[src/rtl/seq_det_multi_pattern_moore.sv]
// seq_det_multi_pattern_moore
//   Moore detector that checks NUM_PAT fixed serial bit patterns of PAT_LEN
//   bits in parallel. Overlapping or non-overlapping detection is chosen at
//   run time. All outputs are registered, so there is no combinational path
//   from in to out.
//
//   Optional build macro: SEQ_MATCH_CNT_EN
//     defined   -> per-pattern saturating match counters with synchronous clear
//     undefined -> match_cnt is tied to 0 and cnt_clr is ignored
//
// Ports
//   clk        in   1              clock, rising edge
//   rst        in   1              synchronous active-high reset
//   in         in   1              serial data bit
//   in_vld     in   1              in is sampled only when 1
//   overlap    in   1              1 = overlapping, 0 = non-overlapping detection
//   out        out  NUM_PAT        out[k] = one-cycle pulse when pattern k matched
//   any_match  out  1              OR of out, same timing
//   match_cnt  out  NUM_PAT*CNT_W  per-pattern match counts, slice k = [k*CNT_W +: CNT_W]
//   cnt_clr    in   1              synchronous clear of match_cnt
module seq_det_multi_pattern_moore #(
  parameter int PAT_LEN = 3,
  parameter int NUM_PAT = 2,
  parameter logic [NUM_PAT*PAT_LEN-1:0] PATTERNS = {3'b110, 3'b101},
  parameter int CNT_W = 8
) (
  input  logic                     clk,
  input  logic                     rst,
  input  logic                     in,
  input  logic                     in_vld,
  input  logic                     overlap,
  output logic [NUM_PAT-1:0]       out,
  output logic                     any_match,
  output logic [NUM_PAT*CNT_W-1:0] match_cnt,
  input  logic                     cnt_clr
);

  localparam int FILL_W = $clog2(PAT_LEN + 1);
  localparam logic [FILL_W-1:0] FILL_FULL = FILL_W'(PAT_LEN);

  logic [PAT_LEN-1:0] hist_reg;
  logic [FILL_W-1:0]  fill_reg;
  logic [PAT_LEN-1:0] hist_next;
  logic [FILL_W-1:0]  fill_next;
  logic [NUM_PAT-1:0] match;
  logic [NUM_PAT-1:0] out_reg;
  logic               any_reg;

  // Candidate history/fill if the current bit is accepted; fill saturates so
  // it only tells whether a full pattern's worth of bits has been seen.
  always_comb begin
    hist_next = {hist_reg[PAT_LEN-2:0], in};
    fill_next = (fill_reg == FILL_FULL) ? fill_reg : fill_reg + 1'b1;
  end

  // Match vector is only meaningful on valid edges.
  for (genvar gi = 0; gi < NUM_PAT; gi++) begin : g_match
    assign match[gi] = in_vld && (fill_next == FILL_FULL) &&
                       (hist_next == PATTERNS[gi*PAT_LEN +: PAT_LEN]);
  end

  always_ff @(posedge clk) begin
    if (rst) begin
      hist_reg <= '0;
      fill_reg <= '0;
      out_reg  <= '0;
      any_reg  <= 1'b0;
    end else if (in_vld) begin
      out_reg <= match;
      any_reg <= |match;
      // Non-overlapping: any match flushes history for every pattern.
      if (!overlap && (|match)) begin
        hist_reg <= '0;
        fill_reg <= '0;
      end else begin
        hist_reg <= hist_next;
        fill_reg <= fill_next;
      end
    end else begin
      // Gap: history is held, output pulse ends.
      out_reg <= '0;
      any_reg <= 1'b0;
    end
  end

  assign out       = out_reg;
  assign any_match = any_reg;

`ifdef SEQ_MATCH_CNT_EN
  logic [CNT_W-1:0] cnt_reg [NUM_PAT];

  for (genvar gi = 0; gi < NUM_PAT; gi++) begin : g_cnt
    // Clear beats a coincident match; counting stops at all-ones.
    always_ff @(posedge clk) begin
      if (rst || cnt_clr) begin
        cnt_reg[gi] <= '0;
      end else if (match[gi] && (cnt_reg[gi] != {CNT_W{1'b1}})) begin
        cnt_reg[gi] <= cnt_reg[gi] + 1'b1;
      end
    end
    assign match_cnt[gi*CNT_W +: CNT_W] = cnt_reg[gi];
  end
`else
  logic unused_cnt_clr;
  assign unused_cnt_clr = cnt_clr;
  assign match_cnt      = '0;
`endif

endmodule

[config.mk]
export PLATFORM = sky130hd
export DESIGN_NAME = seq_det_multi_pattern_moore
export DESIGN_NICKNAME = d
export VERILOG_FILES = /design/src/rtl/seq_det_multi_pattern_moore.sv
export SDC_FILE = /design/constraint.sdc
export NUM_CORES = 1
export LEC_CHECK = 0
export CAP_MARGIN = 20
export CORE_AREA = 2 2 39 41
export CTS_BUF_LIST = sky130_fd_sc_hd__clkbuf_2
export DETAILED_ROUTE_END_ITERATION = 7
export DIE_AREA = 0 0 41 43
export HOLD_SLACK_MARGIN = 0.02
export MAX_ROUTING_LAYER = met4
export PLACE_DENSITY = 0.75
export SLEW_MARGIN = 40
export SYNTH_ARGS = -nofsm -noshare
export SYNTH_HDL_FRONTEND = slang
export SYNTH_SLANG_ARGS = --single-unit
[constraint.sdc]
create_clock -name clk -period 1.4 [get_ports clk]
set_clock_uncertainty 0.2 [all_clocks]
set_input_delay 0.14 -clock clk [delete_from_list [all_inputs] [get_ports clk]]
set_output_delay 0.14 -clock clk [all_outputs]
set_load 0.03 [all_outputs]
==> run summary, run 1 <==
The library cell used most frequently in the layout, excluding fill and tap cells, is conb_1. For the leakage dissipation, the log shows 0.201 nW. During I/O placement, the number of pins put on the boundary was 25.

Across all register-to-register paths, the minimum setup slack is 0.21 ns. The share of the synthesized area in the top cell type was 0.364. The number of buffer and inverter instances along the worst setup path came out at 1. The worst hold path class is reg -> reg. In the final routed layout, each cell accounts on average for 8.16 um. The tools report the worst IR drop on VDD as 0.375 mV. The startpoint identified for the worst hold timing path is hist_reg[1]$_SDFFE_PP0P_. The number of hold buffers added after CTS was 0. For this design, the sink count on the clock tree is 7.

Summed over all layers, the global routing overflow is 0. The flow ran to the end, and the final reports show no timing, DRC or antenna violations. For the maximum clock frequency, the log shows 795 MHz. For the count of final setup violators, the log shows 0. Setup repair after global routing left no endpoint under its margin. The signal on the critical path passes through dlygate4sd2_1.

The cell taking the most area after synthesis is dfxtp_1. The fraction of the yosys area taken by sequential cells was 0.364; the relative area change from synthesis to final layout was 13.6%. For the number of pins exceeding their max-slew limit in the final report, the log shows 0. The tools report the buffer count from post-CTS setup fixing as 0. Number of H-tree branching levels: 1. At the end of the flow, the number of nets in the layout was 58. In this design, the largest share of critical-path delay is due to buffers and inverters. Across the run, the number of max-cap violations was 0.

In this run the critical register-to-register path is captured at fill_reg[1]$_SDFFE_PP0P_. Data on the critical path arrives at its endpoint at 0.92 ns. Power spread over the standard cell area amounts to 1040 nW/um^2. The critical path required time came out at 1.06 ns. The summed instance area of the synthesized netlist came out at 385 sq um. The part of the cycle the worst path needs came out at 0.899. The root buffer cell was clkbuf_2. Once detailed placement completed, the half-perimeter wirelength came to 434 um. The number of vias per cell after detailed routing is 3.78, and the area of the die is 1760 sq um. In this run the vertical extent of the chip is 43 um. In this run the standard cell core region covers 1380 sq um. The post-synthesis instance total was 40.

The violation count after the first detailed-route iteration is 6, and the horizontal die dimension is 41 um. For this run, design rule violations remaining after detail routing come to 0. Final hold analysis gives a worst-case slack of 0.307 ns. The largest individual stage delay along the critical path comes from the cell dlygate4sd2_1.

Total routing resource utilization after global routing: 0.0700. The tools report the first element of the critical path as out[0]$_SDFF_PP0_. The run gives 0 as the final antenna diode count.

The tools report the core utilization of the finished layout as 0.316. In the layout the commonest cells are 16 x conb_1, 7 x dfxtp_1, 5 x nor3_1, 4 x clkbuf_2, 4 x clkdlybuf4s50_1. The number of gates resized after cts was 3; the vias after detailed routing was 253. The run gives 2 as the worst-case clock buffer depth.

For the sum of routed wire length over all layers, the log shows 547 um. The number of cells on the worst reg-to-reg path is 3. The tools report the count of yosys warnings during synthesis as 0.

The maximum number of pins on one net before global-route repair came out at 8. By area the synthesized netlist is led by dfxtp_1 36%, buf_4 31%, nor3_1 6.5%. Number of buffers added by the clock tree synthesis step: 3.

The tools report the final-report hold violation count as 0. In this run, synthesis produced a sequential element count of 7. The tools report the number of antenna violations at the first check in global routing as 0. The first detailed-routing pass ran for 2 iterations. Maximum fanout encountered on the critical timing path: 1. The number of global-route vias before repair is 208. For the worst-skew pair, the clock arrives at the later sink with an insertion delay of 0.22 ns.

STA classifies the critical path endpoint as a primary output. The tools report the number of distinct library cells after synthesis as 13. The layout has 155 filler cells. The launching element type of the critical path was a register. The highest cell delay on the worst timing path works out to 0.39 ns. TritonCTS built the clock tree. The count of input and output buffers is 7. The shortest clock period the worst path allows after layout came out at 1.26 ns.

The floorplan has 14 rows. After clock tree synthesis, the clock-pin slew on the worst setup and hold paths is 0.07 ns. The end of the worst hold path was any_match$_SDFF_PP0_.

The final weighted congestion in routability-driven placement was 0.697. By startpoint and endpoint, the worst setup path is classified as reg -> out. The cell depth of the worst setup path came out at 1.

The run gives 779 um as the first-pass GRT wire length. In this run the critical register-to-register path is launched from fill_reg[1]$_SDFFE_PP0P_. The tools report the effective utilization at floorplan as 0.278. The worst hold path passes through 2 cells. A synthesized cell averages 9.63 sq um. Share of cells above drive strength 1: 0.157. Once detail routing completed, the nets flagged for antenna violations numbered 0.
==> logic make-up after synthesis <==
logic type / count (synthesis) / synth area share
mux: 2 / 0.0520
buf+inv: 17 / 0.325
other cells: 1 / 0.00973
flops: 7 / 0.364
compound gates: 2 / 0.0259
simple gates: 10 / 0.201
xor+xnor: 1 / 0.0227
==> worst max path at each step <==
stage | slack, ns | end
finish | 0.14 | out[0]
CTS | 0.12 | out[0]
global placement | -0.07 | fill_reg[0]$_SDFFE_PP0P_
global route | 0.08 | out[1]
floorplan | 0.33 | fill_reg[0]$_SDFFE_PP0P_
detailed placement | -0.08 | fill_reg[1]$_SDFFE_PP0P_
==> area by class of cell <==
type | instances | area, sq um | area share
multi-input combinational | 31 | 176 | 0.403
sequential | 7 | 140 | 0.320
timing repair buffer | 9 | 81.3 | 0.186
clock buffer | 4 | 20.0 | 0.0457
tap | 16 | 20.0 | 0.0457
==> synth_stat cells <==
library cell,number
nor4b_1,2
nor3_2,1
xnor2_1,1
buf_4,16
nand3b_1,1
mux2i_1,2
dfxtp_1,7
clkbuf_2,1
nor3_1,5
o21ai_0,1
conb_1,1
nand3_4,1
a21oi_1,1
==> per-stage QoR <==
step | cells | total power [mW] | setup WS [ns] | TNS [ns] | instance area [sq um]
6_report | 67 | 0.457 | 0.141 | 0 | 438
5_1_grt | 67 | 0.480 | 0.0775 | 0 | 438
4_1_cts | 67 | 0.464 | 0.119 | 0 | 438
3_5_place_dp | 63 | 0.314 | -0.0786 | -0.300 | 422
3_3_place_gp | 63 | 0.312 | -0.0663 | -0.251 | 422
2_1_floorplan | 55 | 0.326 | 0.327 | 0 | 442
==> routing by layer <==
| layer | vias up | part of all wire | track usage |
|---|---|---|---|
| met5 | - | 0 | - |
| met1 | 112 | 0.38 | 0.0611 |
| met2 | 16 | 0.48 | 0.103 |
| li1 | 125 | - | - |
| met4 | 0 | 0 | 0.0200 |
| met3 | 0 | 0.13 | 0.0681 |
==> where the power goes <==
| part | switching [mW] | internal [mW] | total, mW | leakage (nW) |
|---|---|---|---|---|
| combinational | 0.0726 | 0.0236 | 0.0962 | 0.127 |
| clock | 0.0714 | 0.0760 | 0.147 | 0.0166 |
| sequential | 0.00732 | 0.206 | 0.214 | 0.0571 |
| total | 0.151 | 0.306 | 0.457 | 0.201 |
Power figures use the tool's default switching activity.
==> inputs of run 2 (changes only) <==
--- a/config.mk
+++ b/config.mk
@@ -5,11 +5,11 @@
 export SDC_FILE = /design/constraint.sdc
 export NUM_CORES = 1
 export LEC_CHECK = 0
-export CAP_MARGIN = 20
 export CORE_AREA = 2 2 39 41
 export CTS_BUF_LIST = sky130_fd_sc_hd__clkbuf_2
 export DETAILED_ROUTE_END_ITERATION = 7
 export DIE_AREA = 0 0 41 43
+export GPL_TIMING_DRIVEN = 0
 export HOLD_SLACK_MARGIN = 0.02
 export MAX_ROUTING_LAYER = met4
 export PLACE_DENSITY = 0.75
==> run 2 against run 1 <==
Net effect:
- clock-buffer cell count stayed put
- register-to-register slack hardly changed
- critical endpoint is now any_match
- combinational power is 31% higher
- critical path depth stayed put
- worst setup slack better by 0.0033 ns
- utilization is 7.2 points higher
- total power is 6.5% higher
- die area stayed put
- design area is 23% higher
- routed wire length is 8.0% higher
- highest routed layer unchanged
- non-clock buffer count is 14 higher
==> run summary, run 2 (same netlist as run 1, synthesis figures left out) <==
The flow ran to the end, and the final reports show no timing, DRC or antenna violations. The final non-filler cell area was 538 sq um (+23%); the number of antenna violations at the first check in global routing was 0 (unchanged). The core utilization of the finished layout is 0.389 (+0.0723). Data arrival at the endpoint of the critical path: 0.92 ns (about the same). The run gives 0 (unchanged) as the number of max-cap violations. The placed wire-length estimate came out at 491 um (+13%). The logs give 797 MHz (+0.26%) for the maximum clock frequency and 1380 sq um (unchanged) for the placeable core area. The root buffer cell is clkbuf_2. The total routing resource utilization after global routing is 0.0845 (+0.0146). The vias after detailed routing was 282 (+11%). For the count of antenna-violating nets left after detailed routing, the log shows 0 (unchanged). In the layout the commonest cells are 16 x buf_4, 16 x conb_1, 7 x dfxtp_1, 5 x clkbuf_2, 5 x nor3_1. Highest cell delay on the worst timing path: 0.39 ns (about the same). The clock sink count was 7 (unchanged); the post-place setup slack was -0.0417 ns (+0.0369 ns). The run gives 220 (+5.8%) as the number of global-route vias before repair. The worst setup path is launched from a register. The logs give 2 (unchanged) for the worst-case clock buffer depth and 0 (unchanged) for the DRC violation count after routing. The tools report the first-pass GRT wire length as 897 um (+15%). The relative area change from synthesis to final layout was 39.6%; the area of the die was 1760 sq um (unchanged).

The vertical die dimension was 43 um (unchanged). The sum of routed wire length over all layers is 591 um (+8.0%), and the horizontal die dimension is 41 um (unchanged). The logs give 522 sq um (+24%) for the cell area after placement and 0 (unchanged) for the number of pins exceeding their max-slew limit in the final report.

The nature of the critical path endpoint is a primary output. The aggregate negative setup slack is 0 ns (unchanged). The power density over the cells came out at 905 nW/um^2 (-13%). Kind of critical path: reg -> out.

The maximum number of pins on one net before global-route repair was 8 (unchanged). The kind of cell with the highest combined delay along the critical path is buffers and inverters. The tools report the final-report hold violation count as 0 (unchanged). Number of H-tree branching levels: 1 (unchanged). The logs give 0.23 ns (about the same) for the worst-skew pair later-pin latency and 0.278 (unchanged) for the effective utilization at floorplan.

The share of cells above drive strength 1 was 0.354 (+0.197); the number of buffer and inverter instances along the worst setup path was 1 (unchanged). Number of buffers added by the clock tree synthesis step: 3 (unchanged). Count of final setup violators: 0 (unchanged). TritonCTS built the clock tree. Number of rows in the core area: 14 (unchanged).

The maximum fanout encountered on the critical timing path came out at 1 (unchanged). The shortest clock period the worst path allows after layout was 1.26 ns (-0.00328 ns); the worst IR drop on VDD was 0.635 mV (+69%). The final-stage net count is 72 (+24%), and the number of optimization iterations in the first detailed-route pass is 2 (unchanged). Critical path required time: 1.06 ns (about the same). The number of vias per cell after detailed routing was 3.48 (-7.8%). The run gives 0 (unchanged) as the hold-fix buffer count after cts. The worst path setup slack after routing is 0.145 ns (+0.00328 ns).

The tools report the final antenna diode count as 0 (unchanged). The final weighted congestion in routability-driven placement came out at 0.718 (+3.0%). The violation count after the first detailed-route iteration came out at 2 (-4). The slowest stage of the critical path belongs to the cell dlygate4sd2_1. The count of input and output buffers is 6 (-1). For the remaining global-route overflow, the log shows 0 (unchanged). The leakage dissipation is 0.279 nW (+39%), and the per-cell routed wire length is 7.30 um (-11%). Clock slew seen by the registers of the worst setup and hold paths: 0.07 ns (about the same). The number of placed I/O pins was 25 (unchanged). Worst hold path class: in -> reg. Walking the worst path, the cells encountered are dlygate4sd2_1. Setup repair after global routing left no endpoint under its margin. The part of the cycle the worst path needs came out at 0.897 (-0.00234).
## run 2: changes by cell type in the layout (fill, tap and decap cells not counted)
cell and change:
clkdlybuf4s50_1 -1, clkbuf_2 +1, buf_4 +14
## run 2: report_power, final
part | switching (mW) | internal [mW]
Sequential | 0.00697 | 0.206
Combinational | 0.0777 | 0.0486
Clock | 0.0713 | 0.0759
Total | 0.156 | 0.331
## run 2: through the flow
stage / power [mW] / hold slack (ns) / cells
5_1_grt: 0.526 / 0.0654 / 81
3_3_place_gp: 0.341 / 0.289 / 77
2_1_floorplan: 0.326 / 0.0166 / 55
3_5_place_dp: 0.342 / 0.300 / 77
6_report: 0.487 / 0.0803 / 81
4_1_cts: 0.494 / 0.0706 / 81
## run 2: final timing paths
| kind | start | end | slack (ns) | depth (start not counted) |
|---|---|---|---|---|
| setup / recovery | any_match$_SDFF_PP0_ | any_match | 0.14 | 1 |
| hold / removal | in_vld | any_match$_SDFF_PP0_ | 0.08 | 3 |
| setup reg to reg | fill_reg[1]$_SDFFE_PP0P_ | fill_reg[0]$_SDFFE_PP0P_ | 0.22 | 3 |
| hold reg to reg | hist_reg[1]$_SDFFE_PP0P_ | any_match$_SDFF_PP0_ | 0.31 | 2 |
## run 2: area by class of cell
class / instances / area, sq um
buffer: 17 / 125
clock buffer: 4 / 20.0
fill: 151 / 846
multi-input combinational: 31 / 176
sequential: 7 / 140
tap: 16 / 20.0
timing repair buffer: 6 / 56.3
## run 2: per-layer routing
metal  track usage  wire length (um)  vias to the layer above
met1        0.0712               235                      115
met4        0.0200                 0                        0
met2         0.122               287                       14
met5             -                 0                        -
met3        0.0942                69                        0
li1              -                 -                      153
## run 2: what timing repair did
item                                    CTS  global route
gates resized for setup                   3             0
setup buffers                             0             0
endpoints found under the setup margin    3             0
## run 2: worst register-to-register path, cell delays in order, from the launching register on
cell and delay (ns):
dfxtp_1 0.39, nand3_4 0.10, nor3_2 0.28, nor3_1 0.09
